### config.mk
export PLATFORM = sky130hd
export DESIGN_NAME = keypad_calc_core
export DESIGN_NICKNAME = d
export VERILOG_FILES = /design/src/rtl/keypad_calc_core.sv
export SDC_FILE = /design/constraint.sdc
export NUM_CORES = 1
export LEC_CHECK = 0
export CAP_MARGIN = 10
export CORE_ASPECT_RATIO = 1.4
export CORE_UTILIZATION = 61
export CTS_CLUSTER_DIAMETER = 60
export DETAILED_ROUTE_END_ITERATION = 7
export PLACE_DENSITY = 0.87
export SLEW_MARGIN = 20
export SYNTH_ARGS = -nofsm -noshare
export SYNTH_HDL_FRONTEND = slang
export SYNTH_SLANG_ARGS = --single-unit
### constraint.sdc
create_clock -name clk -period 4 [get_ports clk]
set_input_delay 0.8 -clock clk [delete_from_list [all_inputs] [get_ports clk]]
set_output_delay 0.8 -clock clk [all_outputs]
set_load 0.05 [all_outputs]
### src/rtl/keypad_calc_core.sv
// keypad_calc_core
//   Four-function keypad calculator core. Decoded key presses build two
//   decimal operands A and B; ADD completes in one execute cycle, MUL runs
//   a W-cycle shift-add and DIV a W-cycle restoring divide. A completed
//   result may be chained into the next operation as the new A.
//
// Ports
//   clk           : system clock, rising edge
//   rst           : asynchronous active-low reset
//   key_valid     : one-cycle strobe qualifying key_value
//   key_value     : 0-9 digit, A add, B mul, C div, D clear, E equals, F ignored
//   display_value : value for the BCD/display path (2W bits)
//   result        : result of the last completed operation (2W bits)
//   remainder     : remainder of the last completed division (W bits)
//   busy          : high while an operation executes
//   result_valid  : high while a completed result is presented
//   err_ovf       : sticky entry overflow / chain truncation flag
//   err_div0      : sticky division-by-zero flag
//
// All outputs come straight from flops; their next values are derived from
// the state being entered so they always agree with the current state.
module keypad_calc_core #(
  parameter int W = 8
) (
  input  logic           clk,
  input  logic           rst,
  input  logic           key_valid,
  input  logic [3:0]     key_value,
  output logic [2*W-1:0] display_value,
  output logic [2*W-1:0] result,
  output logic [W-1:0]   remainder,
  output logic           busy,
  output logic           result_valid,
  output logic           err_ovf,
  output logic           err_div0
);

  localparam int CW = $clog2(W) + 1;

  localparam logic [3:0] KEY_ADD = 4'hA;
  localparam logic [3:0] KEY_MUL = 4'hB;
  localparam logic [3:0] KEY_DIV = 4'hC;
  localparam logic [3:0] KEY_CLR = 4'hD;
  localparam logic [3:0] KEY_EQ  = 4'hE;

  localparam logic [W-1:0]   ZERO_W   = {W{1'b0}};
  localparam logic [2*W-1:0] ZERO_2W  = {(2*W){1'b0}};
  localparam logic [2*W-1:0] ONES_2W  = {(2*W){1'b1}};
  localparam logic [CW-1:0]  CNT_ZERO = {CW{1'b0}};
  localparam logic [CW-1:0]  CNT_ONE  = {{(CW-1){1'b0}}, 1'b1};
  localparam logic [CW-1:0]  CNT_LAST = CW'(W - 1);

  typedef enum logic [1:0] {
    ENTER_A = 2'd0,
    ENTER_B = 2'd1,
    EXEC    = 2'd2,
    DONE    = 2'd3
  } state_t;

  typedef enum logic [1:0] {
    OP_ADD = 2'd0,
    OP_MUL = 2'd1,
    OP_DIV = 2'd2
  } op_t;

  // v*10 + d evaluated at W+4 bits so the overflow test never wraps:
  // (2^W-1)*10 + 9 < 2^(W+4).
  function automatic logic [W+3:0] digit_acc(input logic [W-1:0] v,
                                             input logic [3:0]   d);
    logic [W+3:0] ext;
    ext = {4'b0000, v};
    return (ext << 3) + (ext << 1) + {{W{1'b0}}, d};
  endfunction

  // Registered state
  state_t         state_r;
  logic [W-1:0]   a_r;
  logic [W-1:0]   b_r;
  op_t            op_r;
  logic [2*W-1:0] result_r;
  logic [W-1:0]   rem_r;
  logic           show_rem_r;
  logic           err_ovf_r;
  logic           err_div0_r;
  logic [CW-1:0]  cnt_r;
  logic [2*W-1:0] mul_acc_r;
  logic [2*W-1:0] mul_a_r;
  logic [W-1:0]   mul_b_r;
  logic [W-1:0]   div_rem_r;
  logic [W-1:0]   div_q_r;
  logic           busy_r;
  logic           valid_r;
  logic [2*W-1:0] disp_r;

  // Next values
  state_t         state_nxt_s;
  logic [W-1:0]   a_nxt_s;
  logic [W-1:0]   b_nxt_s;
  op_t            op_nxt_s;
  logic [2*W-1:0] result_nxt_s;
  logic [W-1:0]   rem_nxt_s;
  logic           show_nxt_s;
  logic           ovf_nxt_s;
  logic           div0_nxt_s;
  logic [CW-1:0]  cnt_nxt_s;
  logic [2*W-1:0] mul_acc_nxt_s;
  logic [2*W-1:0] mul_a_nxt_s;
  logic [W-1:0]   mul_b_nxt_s;
  logic [W-1:0]   div_rem_nxt_s;
  logic [W-1:0]   div_q_nxt_s;
  logic [2*W-1:0] disp_nxt_s;

  // Key decode and datapath helpers
  logic           is_digit_s;
  logic           is_op_s;
  logic           is_eq_s;
  logic           is_clr_s;
  op_t            key_op_s;
  logic [W+3:0]   a_acc_s;
  logic [W+3:0]   b_acc_s;
  logic           a_fit_s;
  logic           b_fit_s;
  logic [2*W-1:0] mul_sum_s;
  logic [W:0]     div_trial_s;
  logic           div_ge_s;
  logic [W-1:0]   div_diff_s;
  logic [W-1:0]   div_rem_step_s;
  logic [W-1:0]   div_q_step_s;
  logic           last_s;

  assign is_digit_s = key_valid & (key_value <= 4'd9);
  assign is_op_s    = key_valid & ((key_value == KEY_ADD) |
                                   (key_value == KEY_MUL) |
                                   (key_value == KEY_DIV));
  assign is_eq_s    = key_valid & (key_value == KEY_EQ);
  assign is_clr_s   = key_valid & (key_value == KEY_CLR);

  assign a_acc_s = digit_acc(a_r, key_value);
  assign b_acc_s = digit_acc(b_r, key_value);
  assign a_fit_s = (a_acc_s[W+3:W] == 4'b0000);
  assign b_fit_s = (b_acc_s[W+3:W] == 4'b0000);

  // Shift-add multiply: mul_a_r holds A shifted left by the step count,
  // mul_b_r holds B shifted right so bit 0 is the current multiplier bit.
  assign mul_sum_s = mul_acc_r + (mul_b_r[0] ? mul_a_r : ZERO_2W);

  // Restoring divide: partial remainder shifted left with the next dividend
  // bit; when the trial is >= B the difference fits in W bits because it is
  // below B, so the W-bit subtraction is exact.
  assign div_trial_s    = {div_rem_r, div_q_r[W-1]};
  assign div_ge_s       = (div_trial_s >= {1'b0, b_r});
  assign div_diff_s     = div_trial_s[W-1:0] - b_r;
  assign div_rem_step_s = div_ge_s ? div_diff_s : div_trial_s[W-1:0];
  assign div_q_step_s   = {div_q_r[W-2:0], div_ge_s};

  assign last_s = (cnt_r == CNT_LAST);

  // Operator key to operation code
  always_comb begin
    key_op_s = OP_ADD;
    case (key_value)
      KEY_MUL: key_op_s = OP_MUL;
      KEY_DIV: key_op_s = OP_DIV;
      default: key_op_s = OP_ADD;
    endcase
  end

  // Next-state and next-datapath decode for the calculator FSM
  always_comb begin
    state_nxt_s   = state_r;
    a_nxt_s       = a_r;
    b_nxt_s       = b_r;
    op_nxt_s      = op_r;
    result_nxt_s  = result_r;
    rem_nxt_s     = rem_r;
    show_nxt_s    = show_rem_r;
    ovf_nxt_s     = err_ovf_r;
    div0_nxt_s    = err_div0_r;
    cnt_nxt_s     = cnt_r;
    mul_acc_nxt_s = mul_acc_r;
    mul_a_nxt_s   = mul_a_r;
    mul_b_nxt_s   = mul_b_r;
    div_rem_nxt_s = div_rem_r;
    div_q_nxt_s   = div_q_r;

    if (is_clr_s) begin
      // CLEAR wins in every state, including mid-execute
      state_nxt_s  = ENTER_A;
      a_nxt_s      = ZERO_W;
      b_nxt_s      = ZERO_W;
      op_nxt_s     = OP_ADD;
      result_nxt_s = ZERO_2W;
      rem_nxt_s    = ZERO_W;
      show_nxt_s   = 1'b0;
      ovf_nxt_s    = 1'b0;
      div0_nxt_s   = 1'b0;
      cnt_nxt_s    = CNT_ZERO;
    end else begin
      case (state_r)
        ENTER_A: begin
          if (is_digit_s) begin
            if (a_fit_s) begin
              a_nxt_s = a_acc_s[W-1:0];
            end else begin
              ovf_nxt_s = 1'b1;
            end
          end else if (is_op_s) begin
            op_nxt_s    = key_op_s;
            b_nxt_s     = ZERO_W;
            state_nxt_s = ENTER_B;
          end else begin
            state_nxt_s = ENTER_A;
          end
        end

        ENTER_B: begin
          if (is_digit_s) begin
            if (b_fit_s) begin
              b_nxt_s = b_acc_s[W-1:0];
            end else begin
              ovf_nxt_s = 1'b1;
            end
          end else if (is_op_s) begin
            op_nxt_s = key_op_s;
          end else if (is_eq_s) begin
            // Load the iterative engines; result/remainder stay untouched
            // until the operation completes.
            state_nxt_s   = EXEC;
            show_nxt_s    = 1'b0;
            cnt_nxt_s     = CNT_ZERO;
            mul_acc_nxt_s = ZERO_2W;
            mul_a_nxt_s   = (2*W)'(a_r);
            mul_b_nxt_s   = b_r;
            div_rem_nxt_s = ZERO_W;
            div_q_nxt_s   = a_r;
          end else begin
            state_nxt_s = ENTER_B;
          end
        end

        EXEC: begin
          case (op_r)
            OP_ADD: begin
              result_nxt_s = (2*W)'(a_r) + (2*W)'(b_r);
              state_nxt_s  = DONE;
            end
            OP_MUL: begin
              mul_acc_nxt_s = mul_sum_s;
              mul_a_nxt_s   = {mul_a_r[2*W-2:0], 1'b0};
              mul_b_nxt_s   = {1'b0, mul_b_r[W-1:1]};
              cnt_nxt_s     = cnt_r + CNT_ONE;
              if (last_s) begin
                result_nxt_s = mul_sum_s;
                state_nxt_s  = DONE;
              end else begin
                state_nxt_s = EXEC;
              end
            end
            OP_DIV: begin
              if (b_r == ZERO_W) begin
                result_nxt_s = ONES_2W;
                rem_nxt_s    = a_r;
                div0_nxt_s   = 1'b1;
                state_nxt_s  = DONE;
              end else begin
                div_rem_nxt_s = div_rem_step_s;
                div_q_nxt_s   = div_q_step_s;
                cnt_nxt_s     = cnt_r + CNT_ONE;
                if (last_s) begin
                  result_nxt_s = (2*W)'(div_q_step_s);
                  rem_nxt_s    = div_rem_step_s;
                  state_nxt_s  = DONE;
                end else begin
                  state_nxt_s = EXEC;
                end
              end
            end
            default: begin
              state_nxt_s = ENTER_A;
            end
          endcase
        end

        DONE: begin
          if (is_digit_s) begin
            // Fresh calculation
            a_nxt_s     = W'(key_value);
            b_nxt_s     = ZERO_W;
            ovf_nxt_s   = 1'b0;
            div0_nxt_s  = 1'b0;
            state_nxt_s = ENTER_A;
          end else if (is_op_s) begin
            // Chain: low half of the result becomes A, lost high bits flag
            a_nxt_s     = result_r[W-1:0];
            op_nxt_s    = key_op_s;
            b_nxt_s     = ZERO_W;
            state_nxt_s = ENTER_B;
            if (result_r[2*W-1:W] != ZERO_W) begin
              ovf_nxt_s = 1'b1;
            end else begin
              ovf_nxt_s = err_ovf_r;
            end
          end else if (is_eq_s) begin
            if (op_r == OP_DIV) begin
              show_nxt_s = ~show_rem_r;
            end else begin
              show_nxt_s = show_rem_r;
            end
          end else begin
            state_nxt_s = DONE;
          end
        end

        default: begin
          state_nxt_s = ENTER_A;
        end
      endcase
    end
  end

  // Display source follows the state being entered
  always_comb begin
    disp_nxt_s = disp_r;
    case (state_nxt_s)
      ENTER_A: disp_nxt_s = (2*W)'(a_nxt_s);
      ENTER_B: disp_nxt_s = (2*W)'(b_nxt_s);
      EXEC:    disp_nxt_s = disp_r;
      DONE: begin
        if (show_nxt_s) begin
          disp_nxt_s = (2*W)'(rem_nxt_s);
        end else begin
          disp_nxt_s = result_nxt_s;
        end
      end
      default: disp_nxt_s = ZERO_2W;
    endcase
  end

  // FSM state register
  always_ff @(posedge clk or negedge rst) begin
    if (!rst) begin
      state_r <= ENTER_A;
    end else begin
      state_r <= state_nxt_s;
    end
  end

  // Operand, result, engine and output registers
  always_ff @(posedge clk or negedge rst) begin
    if (!rst) begin
      a_r        <= ZERO_W;
      b_r        <= ZERO_W;
      op_r       <= OP_ADD;
      result_r   <= ZERO_2W;
      rem_r      <= ZERO_W;
      show_rem_r <= 1'b0;
      err_ovf_r  <= 1'b0;
      err_div0_r <= 1'b0;
      cnt_r      <= CNT_ZERO;
      mul_acc_r  <= ZERO_2W;
      mul_a_r    <= ZERO_2W;
      mul_b_r    <= ZERO_W;
      div_rem_r  <= ZERO_W;
      div_q_r    <= ZERO_W;
      busy_r     <= 1'b0;
      valid_r    <= 1'b0;
      disp_r     <= ZERO_2W;
    end else begin
      a_r        <= a_nxt_s;
      b_r        <= b_nxt_s;
      op_r       <= op_nxt_s;
      result_r   <= result_nxt_s;
      rem_r      <= rem_nxt_s;
      show_rem_r <= show_nxt_s;
      err_ovf_r  <= ovf_nxt_s;
      err_div0_r <= div0_nxt_s;
      cnt_r      <= cnt_nxt_s;
      mul_acc_r  <= mul_acc_nxt_s;
      mul_a_r    <= mul_a_nxt_s;
      mul_b_r    <= mul_b_nxt_s;
      div_rem_r  <= div_rem_nxt_s;
      div_q_r    <= div_q_nxt_s;
      busy_r     <= (state_nxt_s == EXEC);
      valid_r    <= (state_nxt_s == DONE);
      disp_r     <= disp_nxt_s;
    end
  end

  assign display_value = disp_r;
  assign result        = result_r;
  assign remainder     = rem_r;
  assign busy          = busy_r;
  assign result_valid  = valid_r;
  assign err_ovf       = err_ovf_r;
  assign err_div0      = err_div0_r;

endmodule
==> results.py, run 1 <==
metrics = {
    "critical_path": {
        "crit_fanout": 5,
        "cp-end-kind": "flip-flop",
        "crit_required_ns": 4.32,
        "crit_arrival_ns": 4.17,
        "start_kind": "primary input",
        "crit_type": "primary input to flip-flop",
    },
    "cts": {
        "cts_buffer_depth": 2,
        "tritoncts": "yes",
        "cts_buffers": 17,
        "cts.htree.levels": 4,
        "postCtsHoldBufs": 0,
        "path_clk_slew_ns": 0.06,
        "clock_latency_ns": 0.44,
        "cts_root_buffer": "clkbuf_16",
        "cts_num_sinks": 125,
    },
    "layout": {
        "finalNetCount": 1201,
        "final_common_cell": "dfrtp_1",
        "utilization_pct": 75.7,
        "final_cell_mix": "dfrtp_1 (125), nand2_1 (120), a21oi_1 (93), nor2_1 (79)",
        "final_area_sq_um": 10600,
        "syn2layout_area_growth_pct": 20.5,
        "drive_above_1_share_pct": 11.8,
    },
    "logic_synthesis": {
        "ys_seq_elements": 125,
        "syn-cell-area_sq_um": 8820,
        "synthArstFlopShare_pct": 100,
        "yosys_warnings": 0,
        "yosys-top-cells-area": "dfrtp_1 (35%), ha_1 (9.4%), a21oi_1 (5.3%)",
        "avgSynthCellArea_sq_um": 8.62,
        "yosysTopAreaCellShare_pct": 35.5,
        "ys.flop_type": "dfrtp_1",
        "synthCells": 1023,
        "ys_seq_area_share_pct": 35.5,
        "synth_edf_count": 0,
        "syn-num-nets": 1103,
        "yosysTopAreaCell": "dfrtp_1",
        "synth_cell_types": 72,
    },
    "drt": {
        "vias_per_cell": 6.74,
        "drc_errors": 0,
        "wl_per_cell_um": 22.0,
        "wl_mm": 29.1,
        "vias": 8902,
        "drtPass1Iterations": 6,
        "drt_iter0_markers": 859,
        "ant_nets": 0,
    },
    "worst_hold_path": {
        "hp-class": "primary input to asynchronous set/reset pin",
    },
    "global_route": {
        "antenna_found_initial": 1,
        "grt_pass1_wl_mm": 45.3,
        "grt-ovfl-total": 0,
        "grt_max_degree": 57,
        "grt_pass1_vias": 8625,
        "grt_use_total_pct": 40.2,
    },
    "timing": {
        "worst_pin_slew_ns": 0.763,
        "final.period_utilization_pct": 96.3,
        "setup_viol": 0,
        "clock.fmax_ghz": 0.260,
        "finClkSkew_ns": 0.00906,
        "fin_setup_tns_ns": 0,
        "slew_headroom_pct": 49.1,
        "period_minus_slack_ns": 3.85,
        "hold_viol_final": 0,
        "drv_slew": 0,
    },
    "floorplanning": {
        "fp.dieW_um": 104,
        "coreArea_sq_um": 14000,
        "initial_core_util_pct": 62.8,
        "ios": 51,
        "fp-row-count": 51,
        "die_y_um": 144,
        "die_area_sq_um": 15000,
    },
    "pwr": {
        "power_leakage_nw": 4.99,
        "vdd_drop_max_v": 0.000644,
        "power_density_nw_per_um2": 865,
    },
    "job": {
        "cap_violations": 0,
    },
    "status": {
        "status": "finished clean",
    },
    "placed_design": {
        "post_dp_cell_area_sq_um": 9980,
        "routabilityCongestion": 1.07,
        "hpwl_mm": 20.8,
        "port_buffers": 50,
    },
}
## final cells by class
cell class	count	area, sq um
Multi-Input combinational cell	810	5410
Sequential cell	125	3130
Clock buffer	22	454
Antenna cell	1	2.50
Tap cell	185	231
Fill cell	971	3410
Inverter	39	146
Timing Repair Buffer	128	1140
Clock inverter	10	115
## synth_stat cells, drive strengths merged, types with 11 or more instances
| master | count |
|---|---|
| xnor2 | 16 |
| ha | 66 |
| nor2 | 79 |
| mux2i | 19 |
| dfrtp | 125 |
| a22o | 19 |
| nand2b | 11 |
| inv | 38 |
| a211oi | 11 |
| nor2b | 17 |
| xor2 | 12 |
| o21ai | 80 |
| and2 | 28 |
| nand2 | 121 |
| clkbuf | 41 |
| a21o | 18 |
| nand3 | 27 |
| a21oi | 94 |
| o21a | 12 |
| nor3 | 21 |
## registers in the layout, summed over array words and instances, names as in the netlist
| signal | count |
|---|---|
| display_value | 16 |
| mul_a_r | 16 |
| mul_acc_r | 16 |
| result | 16 |
| a_r | 8 |
| b_r | 8 |
| div_q_r | 8 |
| div_rem_r | 8 |
| mul_b_r | 8 |
| remainder | 8 |
| cnt_r | 4 |
| op_r | 2 |
| state_r | 2 |
| busy | 1 |
| err_div0 | 1 |
| err_ovf | 1 |
| result_valid | 1 |
| show_rem_r | 1 |
## kinds of logic after synthesis
logic type	Yosys count	share of synthesized area, %
AO/OA/AOI/OAI	344	25.8
multiplexers	24	2.79
adder cells (fa/ha/maj)	73	11.0
flip-flops	125	35.5
XOR/XNOR	28	2.78
buffers and inverters	88	3.89
AND/OR/NAND/NOR	341	18.3
## routing by layer
metal	global-route usage, %	share of wire, %	vias up
met4	32.8	9.0	0
met3	10.7	10	196
li1	-	-	3948
met2	67.0	47	581
met5	0	0	-
met1	43.4	34	4177
## timing repair
item / CTS / global route
pin swaps: 0 / 8
cloned: 0 / 0
endpoints found under the setup margin: 1 / 7
endpoints found under the hold margin: 0 / 0
buffers inserted: 0 / 2
gates resized for setup: 1 / 13
## final timing paths
kind	cells past startpoint	slack, ns	endpoint	startpoint
worst max register to register	11	0.37	display_value[2]	a_r[5]
min in group clk	2	0.48	display_value[14]	display_value[14]
worst min-delay path	1	0.41	display_value[15]	rst
max in group asynchronous	2	2.82	a_r[1]	rst
worst max-delay path	15	0.15	display_value[2]	key_value[2]
worst min register to register	2	0.48	display_value[14]	display_value[14]
## critical path, cell delays in order
cell	delay (ns)
clkdlybuf4s50_1	0.42
buf_4	0.15
ha_1	0.28
ha_1	0.23
fa_2	0.42
a21oi_2	0.20
nor3_2	0.07
mux2i_1	0.21
nand3_2	0.20
buf_4	0.20
a22o_1	0.19
o31a_1	0.27
a22oi_1	0.17
o21ai_1	0.08
a221o_1	0.27
## through the flow
stage / power, mW / hold slack, ns / worst slack (ns) / cells
finish: 9.20 / 0.406 / 0.148 / 1320
global route: 9.66 / 0.464 / -0.0120 / 1320
CTS: 8.98 / 0.442 / 0.0108 / 1317
detailed placement: 7.42 / 0.458 / -0.433 / 1285
global placement: 7.30 / 0.456 / -0.372 / 1285
floorplan: 5.63 / 0.439 / 0.188 / 1023
## power by group
group	internal [mW]	total (mW)	switching, mW	leakage, nW
Combinational	2.09	5.54	3.45	3.07
Clock	0.930	1.52	0.595	0.271
Sequential	1.68	2.13	0.449	1.65
Total	4.70	9.20	4.50	4.99
Power figures use the tool's default switching activity.
==> run 2: changes to the inputs <==
- ABC_AREA: default -> 1
- CAP_MARGIN: 10 -> 20
- CORE_UTILIZATION: 61 -> 62
- CTS_CLUSTER_SIZE: default -> 16
- PLACE_DENSITY: 0.87 -> 0.88
==> results.py, run 2 <==
metrics = {
    "drt": {
        "vias_per_cell": 6.14,
        "vias": 10200,
        "drtPass1Iterations": 7,
        "ant_nets": 0,
        "wl_mm": 31.7,
        "drt_iter0_markers": 1089,
        "drc_errors": 1,
        "wl_per_cell_um": 19.0,
    },
    "critical_path": {
        "crit_arrival_ns": 3.95,
        "start_kind": "primary input",
        "reg2regPathDepth": 20,
        "startpoint": "key_value[3]",
        "worstSetupEndpoint": "display_value[2]",
        "rrSetupSlack_ns": 0.57,
        "crit_fanout": 9,
        "crit_required_ns": 4.32,
        "reg2reg_to": "display_value[2]",
        "crit_type": "primary input to flip-flop",
        "cp-end-kind": "flip-flop",
        "r2r_start": "a_r[0]",
    },
    "cts": {
        "post_cts_buffers": 0,
        "cts_buffers": 17,
        "postCtsHoldBufs": 0,
        "cts_root_buffer": "clkbuf_16",
        "clock_latency_ns": 0.42,
        "tritoncts": "yes",
        "path_clk_slew_ns": 0.06,
        "cts.htree.levels": 4,
        "cts_num_sinks": 125,
        "cts_buffer_depth": 2,
        "cts_resized": 0,
    },
    "timing": {
        "period_minus_slack_ns": 3.63,
        "setup_viol": 0,
        "final.period_utilization_pct": 90.8,
        "hold_viol_final": 0,
        "worst_pin_slew_ns": 0.776,
        "rsz0062_at_grt": "false",
        "slew_headroom_pct": 48.3,
        "drv_slew": 0,
        "finClkSkew_ns": 0.0116,
        "hold_slack_ns": 0.463,
        "clock.fmax_ghz": 0.275,
    },
    "layout": {
        "final_common_cell": "nand2_1",
        "seq_area_sq_um": 3130,
        "final_cell_mix": "nand2_1 (396), inv_1 (192), dfrtp_1 (125), nand3_1 (93), nor2_1 (82)",
        "diodes": 0,
        "fillers": 1209,
        "multi_input_area_sq_um": 5720,
        "finalNetCount": 1537,
        "drive_above_1_share_pct": 8.30,
        "syn2layout_area_growth_pct": 15.6,
    },
    "floorplanning": {
        "coreArea_sq_um": 15500,
        "fp.dieW_um": 108,
        "initial_core_util_pct": 63.2,
        "ios": 51,
        "fp-row-count": 54,
        "die_y_um": 151,
        "die_area_sq_um": 16300,
    },
    "pwr": {
        "pwr-share-comb_pct": 64.1,
        "power.total_mw": 11.6,
        "power_leakage_nw": 5.94,
        "power_density_nw_per_um2": 1030,
        "power.switching_mw": 6.19,
        "clkPwrFrac_pct": 15.8,
        "vdd_drop_max_v": 0.000667,
        "seq_power_share_pct": 20.1,
        "p_int_mw": 5.42,
        "swShare_pct": 53.3,
    },
    "global_route": {
        "grt_pass1_wl_mm": 50.0,
        "grt_pass1_vias": 10000,
        "antenna_found_initial": 0,
        "grt_max_degree": 59,
        "grt-ovfl-total": 0,
        "grt_use_total_pct": 40.6,
    },
    "logic_synthesis": {
        "ys_seq_area_share_pct": 32.0,
        "yosys-top-cells-area": "dfrtp_1 (32%), nand2_1 (15%), ha_1 (8.4%)",
        "synthArstFlopShare_pct": 100,
        "synth_compound_area_share_pct": 16.4,
        "yosys-top-cells-count": "nand2_1 (396), inv_1 (192), dfrtp_1 (125)",
        "avgSynthCellArea_sq_um": 7.03,
        "ys.flop_type": "dfrtp_1",
        "synthCells": 1392,
        "synth_edf_count": 0,
        "synth.most_common_cell": "nand2_1",
        "muxShareOfSynthArea_pct": 0,
        "yosysTopAreaCellShare_pct": 32.0,
        "synth_cell_types": 49,
        "synthAdderAreaFrac_pct": 9.87,
        "ys_seq_elements": 125,
        "syn-cell-area_sq_um": 9780,
        "synth-simple-area-share_pct": 30.4,
        "yosysTopAreaCell": "dfrtp_1",
        "yosys_warnings": 0,
        "synth_top_family_by_area": "simple AND/OR/NAND/NOR gates",
        "synth_xor_area_share_pct": 1.79,
        "syn-num-nets": 1472,
    },
    "worst_hold_path": {
        "hp-class": "primary input to asynchronous set/reset pin",
    },
    "placed_design": {
        "port_buffers": 50,
        "routabilityCongestion": 1.02,
        "hpwl_mm": 23.1,
    },
    "job": {
        "cap_violations": 0,
    },
    "status": {
        "violations": "design-rule violations",
        "status": "finished, violations left",
    },
}
run 2: changes by cell type after synthesis, moves of 14 or more:
cell / before / now
nand2_1: 120 / 396
mux2i_1: 19 / 0
clkbuf_1: 41 / 24
nor2b_1: 17 / 0
and2_1: 26 / 0
nand4_1: 4 / 26
inv_1: 36 / 192
a21o_1: 18 / 4
nand3_1: 27 / 93
a21oi_1: 94 / 80
run 2: worst min-delay path by stage:
stage | cells after the start | endpoint | startpoint | slack, ns
2_1_floorplan | 2 | mul_b_r[7] | mul_b_r[7] | 0.45
3_3_place_gp | 2 | display_value[15] | display_value[15] | 0.47
3_5_place_dp | 2 | display_value[9] | display_value[9] | 0.47
4_1_cts | 2 | display_value[10] | display_value[10] | 0.49
5_1_grt | 2 | display_value[9] | display_value[9] | 0.51
6_report | 1 | mul_b_r[3] | rst | 0.46
run 2: worst max-delay path, stage by stage:
cell and delay, ns:
clkdlybuf4s50_1 0.49, inv_2 0.09, fa_1 0.54, inv_1 0.07
fa_1 0.47, nand3_1 0.09, nand3_1 0.12, nand2_1 0.11
nand2_1 0.06, nand2_1 0.06, nand2_1 0.05, nor2_1 0.16
nand3_2 0.21, clkinv_1 0.13, nand2_1 0.06, nand3_1 0.12
nand2_1 0.07, nand3_1 0.08, nand3_1 0.07, nand2_1 0.06
inv_1 0.04
run 2: cell type report:
cell class | count | share of cell area (%)
well taps | 196 | 2.17
clock inverters | 11 | 1.87
inverters | 204 | 6.77
clock buffers | 21 | 4.16
flip-flops and latches | 125 | 27.7
repair buffers | 85 | 6.84
multi-input cells | 1024 | 50.5
run 2: power by group through the flow:
stage,registers (mW),logic [mW],clock network [mW]
after floorplan,2.90,4.40,0
after global placement,2.31,7.08,0
after detailed placement,2.32,7.20,0
after CTS,2.31,7.28,1.81
after global routing,2.37,8.15,1.88
final,2.34,7.44,1.84
run 2: per-stage QoR:
step | std cells | util (%) | setup TNS, ns | instance area, sq um | worst slack (ns)
finish | 1666 | 73.1 | 0 | 11300 | 0.366
global route | 1666 | 73.1 | 0 | 11300 | 0.0683
CTS | 1666 | 73.1 | 0 | 11300 | 0.394
detailed placement | 1634 | 68.7 | -0.0276 | 10600 | -0.0239
global placement | 1634 | 68.7 | 0 | 10600 | 0.0814
floorplan | 1392 | - | 0 | 9780 | 0.643
run 2: routing by layer:
metal / track usage (%) / share of wire, % / up-vias
met5: 0 / 0 / -
met4: 32.5 / 8.7 / 0
met3: 7.06 / 7.8 / 208
met2: 69.6 / 49 / 611
met1: 43.7 / 35 / 4682
li1: - / - / 4727
run 2: kinds of logic after synthesis:
kind of cell / after synthesis
AND/OR/NAND/NOR: 658
AO/OA/AOI/OAI: 273
buffers and inverters: 243
flip-flops: 125
adder cells (fa/ha/maj): 73
XOR/XNOR: 20
